==> config.mk <==
export PLATFORM = sky130hd
export DESIGN_NAME = alu_arbiter
export DESIGN_NICKNAME = d
export VERILOG_FILES = /design/src/rtl/alu_arbiter.sv
export SDC_FILE = /design/constraint.sdc
export NUM_CORES = 1
export LEC_CHECK = 0
export BUFFER_PORTS_ARGS = -buffer_cell sky130_fd_sc_hd__buf_4
export CAP_MARGIN = 20
export CORE_MARGIN = 2
export CORE_UTILIZATION = 40
export DETAILED_ROUTE_END_ITERATION = 10
export PLACE_DENSITY = 0.77
export SYNTH_ARGS = -nofsm -noshare
export SYNTH_HDL_FRONTEND = slang
export SYNTH_SLANG_ARGS = --single-unit
==> constraint.sdc <==
create_clock -name clk -period 1.5 [get_ports clk]
set_input_delay 0.075 -clock clk [delete_from_list [all_inputs] [get_ports clk]]
set_output_delay 0.075 -clock clk [all_outputs]
set_load 0.05 [all_outputs]
==> src/rtl/alu_arbiter.sv <==
// alu_arbiter: lets two requesters share one alu32 instance.
// Requests are granted one at a time. The operands are registered, the ALU
// evaluates them for one cycle, and the result and flags are held as a
// tagged response until it is accepted.
// Compile-time option: ALU_ARB_FIXED_PRIO_EN selects fixed priority, where
// requester 0 always wins. Without it the arbiter uses round-robin.
module alu_arbiter #(
  parameter int DATA_W = 32
) (
  input  logic              clk,
  input  logic              rst_n,
  input  logic              req0_valid,
  output logic              req0_ready,
  input  logic [DATA_W-1:0] req0_a,
  input  logic [DATA_W-1:0] req0_b,
  input  logic [2:0]        req0_gin,
  input  logic              req1_valid,
  output logic              req1_ready,
  input  logic [DATA_W-1:0] req1_a,
  input  logic [DATA_W-1:0] req1_b,
  input  logic [2:0]        req1_gin,
  output logic              rsp_valid,
  input  logic              rsp_ready,
  output logic              rsp_id,
  output logic [DATA_W-1:0] rsp_sum,
  output logic              rsp_zout,
  output logic              rsp_nout,
  output logic              rsp_overflow,
  output logic              rsp_err,
  output logic [DATA_W-1:0] alu_a,
  output logic [DATA_W-1:0] alu_b,
  output logic [2:0]        alu_gin,
  input  logic [DATA_W-1:0] alu_sum,
  input  logic              alu_zout,
  input  logic              alu_nout,
  input  logic              alu_overflow
);

  localparam logic [1:0] IDLE = 2'd0;
  localparam logic [1:0] EXEC = 2'd1;
  localparam logic [1:0] RESP = 2'd2;

  localparam logic [2:0] GIN_ILLEGAL = 3'b101;
  localparam logic [2:0] GIN_ADD     = 3'b010;

  logic [1:0]        state;
  logic [DATA_W-1:0] op_a;
  logic [DATA_W-1:0] op_b;
  logic [2:0]        op_gin;
  logic              op_id;
  logic              gnt0;
  logic              gnt1;
  logic              accept;

`ifndef ALU_ARB_FIXED_PRIO_EN
  logic              last_id;
`endif

  // Pick a winner among the valid requesters. The result only matters in IDLE.
  always_comb begin
    gnt0 = 1'b0;
    gnt1 = 1'b0;
`ifdef ALU_ARB_FIXED_PRIO_EN
    gnt0 = req0_valid;
    gnt1 = req1_valid & ~req0_valid;
`else
    if (req0_valid && req1_valid) begin
      gnt0 = last_id;
      gnt1 = ~last_id;
    end else begin
      gnt0 = req0_valid;
      gnt1 = req1_valid;
    end
`endif
  end

  assign req0_ready = rst_n & (state == IDLE) & gnt0;
  assign req1_ready = rst_n & (state == IDLE) & gnt1;
  assign accept     = req0_ready | req1_ready;

  // The ALU is always driven from the operand registers, so its inputs stay stable in every state.
  assign alu_a   = op_a;
  assign alu_b   = op_b;
  assign alu_gin = op_gin;

  // Sequencer: accept a request, run one EXEC cycle, then hold the response until it is taken.
  always_ff @(posedge clk) begin
    if (!rst_n) begin
      state        <= IDLE;
      op_a         <= '0;
      op_b         <= '0;
      op_gin       <= GIN_ADD;
      op_id        <= 1'b0;
`ifndef ALU_ARB_FIXED_PRIO_EN
      last_id      <= 1'b1;
`endif
      rsp_valid    <= 1'b0;
      rsp_id       <= 1'b0;
      rsp_sum      <= '0;
      rsp_zout     <= 1'b0;
      rsp_nout     <= 1'b0;
      rsp_overflow <= 1'b0;
      rsp_err      <= 1'b0;
    end else begin
      case (state)
        IDLE: begin
          if (accept) begin
            op_a    <= req1_ready ? req1_a : req0_a;
            op_b    <= req1_ready ? req1_b : req0_b;
            op_gin  <= req1_ready ? req1_gin : req0_gin;
            op_id   <= req1_ready;
`ifndef ALU_ARB_FIXED_PRIO_EN
            last_id <= req1_ready;
`endif
            state   <= EXEC;
          end
        end
        EXEC: begin
          if (op_gin == GIN_ILLEGAL) begin
            rsp_sum      <= '0;
            rsp_zout     <= 1'b0;
            rsp_nout     <= 1'b0;
            rsp_overflow <= 1'b0;
            rsp_err      <= 1'b1;
          end else begin
            rsp_sum      <= alu_sum;
            rsp_zout     <= alu_zout;
            rsp_nout     <= alu_nout;
            rsp_overflow <= alu_overflow;
            rsp_err      <= 1'b0;
          end
          rsp_id    <= op_id;
          rsp_valid <= 1'b1;
          state     <= RESP;
        end
        RESP: begin
          if (rsp_ready) begin
            rsp_valid <= 1'b0;
            state     <= IDLE;
          end
        end
        default: state <= IDLE;
      endcase
    end
  end

endmodule
* After elaboration in Yosys (flattened, before gate mapping)
Index checks and enable logic that the tools add are counted.
** Word-level totals
- Register bits :: 109
- Word-level logic and storage cells :: 44
** Operators by class
- Mux-type cells :: 15
- Equal/unequal tests :: 5
- Bitwise operators :: 5
- Reductions and logical operators :: 6
** Operators with widths (count)
- 2-to-1 mux 32 bit :: 3
- 2-to-1 mux 1 bit :: 7
- one-hot mux 2 bit (3 select lines) :: 1
- AND reduction 2 bit :: 3
- 2-to-1 mux 2 bit :: 2
- != test 2 bit (second input constant) :: 2
- AND 1 bit :: 3
- equality test 3 bit (second input constant) :: 1
- 2-to-1 mux 3 bit :: 1
- equality test 2 x 1 -> 1 bit (second input constant) :: 1
- equality test 2 bit (second input constant) :: 1
- zero test 2 bit :: 1
- one-hot mux 1 bit (2 select lines) :: 1
- nonzero test 2 bit :: 1
- logical AND 1 bit :: 1
- inverter 1 bit :: 1
- bitwise OR 1 bit :: 1

* Depth between registers and ports, before layout
- Depth after elaboration :: 6
- Mapped depth :: 6
- Gate-level depth less buffers :: 3

* Worst setup path before layout
Ideal clock, no wire load.
- Path kind :: reg2out
- Start :: reg state[1]
- End :: out req0_ready
- Data arrival time :: 1771 ps
- Buffers on the path :: 3
- Stages on the path, launching flop included :: 6
- Setup slack :: -346 ps
- Cells stage by stage :: dfxtp_1 or3b_1 buf_4 buf_6 buf_6 nor2_1
** On the way
- Word-level cells in the longest chain between the ends :: 3
** RTL lines
- from (decl) :: RTL line 46 : logic [1:0] state;
- from (signal assigned) :: RTL line 89 : state <= IDLE;
- from (signal assigned) :: RTL line 115 : state <= EXEC;
- from (signal assigned) :: RTL line 134 : state <= RESP;
- zero test 2 bit :: RTL line 77 : assign req0_ready = rst_n & (state == IDLE) & gnt0;
- AND 1 bit (2 in series) :: RTL line 77
- to (decl) :: RTL line 13 : output logic req0_ready,
Every way passes these cells.

* Worst setup path in the final report
- Start :: reg state[0]
- End :: reg op_a[7], in the netlist alu_a[7]
** On the way
- Word-level cells in the longest chain between the ends :: 5
- Elaborated cells on any way between the ends :: 7
- Classes of those cells :: 1 x mux; 4 x bitwise; 2 x reduce/logical
** RTL lines
- zero test 2 bit (*) :: RTL line 77, 78, 105
- AND 1 bit :: RTL line 77, 78
- AND 1 bit (on tied branches) :: RTL line 77, 78
- bitwise OR 1 bit :: RTL line 79 : assign accept = req0_ready | req1_ready;
- AND reduction 2 bit (no line)
- to (signal assigned) :: RTL line 108 : op_a <= req1_ready ? req1_a : req0_a;
- to (decl) :: RTL line 47 : logic [DATA_W-1:0] op_a;
Mark *: on every way between the ends. The rest lies on a longest branch, timed or not.
A chain may end at the register's enable or synchronous reset.

==> run metrics <==
status finished, violations left; violated checks setup timing; Die ar. 13000 sq um; DRC Markers 0; number of CTS-inserted buffers 9; sequential fraction of the synthesis area between 40 and 50%; worst reg2reg path endpoint alu_a[7]; count leader, synth dfxtp_1; FF/Latch Area around 2200 sq um; asr flop ratio synth 0%; Layout area overhead 65.0%; Clock Latency Late Sink 0.34 ns; CP max-delay cell or3b_4; Syn Inst Count 590; HPWL Detailed around 12000 um; Pwr per Cell Area ~1100 nW/um^2; Sequential Power Share roughly two fifths; H-tree depth 3; fin crit share 107%; post-synthesis cell area about 4900 sq um; layout cells sized above 1 43.0%; clk sink count 109; total number of yosys warnings 0; post-route ant nets 0; Peak VDD IR 0.566 mV; Rel. slew slack between 60% and 70%; DR iter-0 viols 395; cell taking the most area after synthesis dfxtp_1; GRT Total Usage 26.5%; drt pass-1 iters 5; Yosys top cell area share 45.0%; first-pass GRT wire length 27900 um; Layout fillers 960; crit end category flip-flop; synth unique cells 24; IO Pins 281; Syn Area/Cell 8.22 sq um; kind of cell adding the most delay to the critical path simple AND/OR/NAND/NOR gates; switching share of power between 30% and 40%; switching pwr 3.06 mW; Longest Clk Path Bufs 2; pre-CTS setup slack -0.155 ns; power share of the combinational group 35.8%; Core Rows 40; Synth Net Count approximately 760; Hold Path End alu_b[18]; RR Startpoint state[0]; RSZ-0062 raised after global routing true; PnR worst setup slack -0.104 ns; R2R depth 6; HP Class primary input to flip-flop; Hold Crit Depth 3; # setup viols final 69; Buf/Inv on CP 3; Pleak ~3.3 nW; GR Overflow Total 0; worst endpoint data arrival time 1.81 ns; synth cell count leaders dfxtp_1 (109), a21oi_1 (108), nand3_1 (102); GP Congestion 0.838; Die Ht 114 um; EDFF count, synth 0; vias in the first global route about 5.6k; Max Fclk 0.623 GHz; post-layout min period ~1.6 ns; #FFs+latches synth 109; final hold vios 0; Worst Clk Skew 0.00989 ns; Post-synth top flop dfxtp_1; Worst path max stage delay 0.42 ns; vias post-DR 5885; CP cell instances or3b_4 > buf_6 > nor2_4 > buf_12 > clkbuf_16 > a311oi_1; r2r setup slk -0.10 ns; Initial Util 40.7%; die width 114 um; CP Max Fanout 9; initial antenna violation count 0; hold path start req0_b[18]; Setup CP Type flip-flop to flip-flop; number of antenna diodes 0; MaxCap Viol Count 0; clk root buf clkbuf_16; Post-layout nets 1036; Slew @ Worst Pin 0.526 ns; largest net degree at the start of global routing 105; final WL 19000 um; CTS tree done; vias per std cell 5.80; wire per inst 18.7 um; Multi-input gate area 2410 sq um; Clock power frac around 26%; Port Buffers between 200 and 300; top post-synthesis cells by area dfxtp_1 (45%), a311oi_1 (12%), a21oi_1 (11%); Core Box Area 11900 sq um; crit start category flip-flop; setup_tns -4.78 ns; critical path required time 1.70 ns; P_int 5.54 mW; Worst-path clk slew 0.07 ns; cell depth of the worst setup path 6; Slew Limit Fails 0
## worst max path at each step
stage	startpoint	to	slack [ns]
after floorplan	alu_gin[0]	rsp_sum[8]	0.02
after global placement	state[1]	alu_b[26]	-0.11
after detailed placement	state[1]	alu_b[26]	-0.15
after CTS	state[0]	alu_b[14]	-0.08
after global routing	state[1]	alu_b[11]	-0.15
final	state[0]	alu_a[7]	-0.10
## layer usage
metal	vias up	GRT usage (%)	wire, um
li1	2752	-	-
met1	2761	31.9	7270
met2	332	46.3	9510
met3	40	5.88	1710
met4	0	10.2	469
met5	-	0	0
## cell families after synthesis
kind of cell    share of synthesized area, %
buf+inv                                 8.69
simple gates                            15.1
flops                                   45.0
compound gates                          31.2
## repair_timing
action / 4_1_cts / 5_1_grt
hold endpoints to repair: 12 / 1
gates cloned: 5 / 6
pin swaps: 28 / 32
gates resized for setup: 43 / 33
setup buffers: 8 / 4
hold buffers: 12 / 1
setup endpoints to repair: 69 / 69
## metrics by stage
step | cell area (sq um) | power [mW] | util (%) | hold WS [ns] | instances
floorplan | 4860 | 5.06 | - | 0.151 | 590
global placement | 7090 | 6.03 | 59.5 | 0.346 | 967
detailed placement | 7090 | 6.08 | 59.5 | 0.349 | 967
CTS | 7790 | 8.52 | 65.4 | 0.000764 | 1008
global route | 8000 | 8.94 | 67.2 | 0.00969 | 1014
finish | 8000 | 8.60 | 67.2 | 0.00798 | 1014
## layout by cell type, fill, tap and decap left out
cell type,n
nand3_1,97
clkbuf_16,13
a311oi_2,10
nor2_4,2
bufbuf_16,1
a32oi_1,1
a21boi_4,1
nand2b_1,1
and3_2,1
nor2b_2,1
inv_1,2
buf_16,1
clkbuf_8,1
o21ai_4,1
a21oi_1,108
buf_8,4
nor2_1,4
o21ai_2,6
buf_6,6
nand2_4,1
dfxtp_1,106
nand3b_1,1
buf_12,18
o21ai_0,46
clkinv_2,4
or2_2,1
a21bo_2,1
nand2_1,37
buf_4,288
clkinv_4,1
inv_2,1
nor3b_4,1
or3b_4,1
dfxtp_2,3
dlygate4sd3_1,13
clkbuf_1,2
a311oi_1,56
o21ai_1,20
nand3_2,5
## worst reg2reg max path, stage by stage, from the launching register on
cell and delay [ns]:
dfxtp_2 0.33, or3b_4 0.42, buf_6 0.15, nor2_4 0.12, buf_12 0.18, clkbuf_16 0.18, a311oi_1 0.10
## registers in the layout, indices dropped and copies added, names as in the netlist, 2 cells and up
register  flops
rsp_sum      32
alu_b        32
state         2
alu_gin       3
alu_a        32
## power groups by stage
| stage | combinational [mW] | clock (mW) | sequential [mW] |
|---|---|---|---|
| final | 3.08 | 2.22 | 3.31 |
| after global routing | 3.24 | 2.37 | 3.33 |
| after CTS | 2.95 | 2.26 | 3.30 |
| after detailed placement | 2.72 | 0 | 3.36 |
| after global placement | 2.67 | 0 | 3.36 |
| after floorplan | 0.867 | 0 | 4.19 |
## final cells by class
cell class	instances	share of cell area (%)
clock buffers	12	3.08
clock inverters	4	0.297
inverters	4	0.203
multi-input cells	403	30.1
flip-flops and latches	109	27.3
well taps	147	2.30
repair buffers	335	36.7
(Power assumes the default switching activity.)
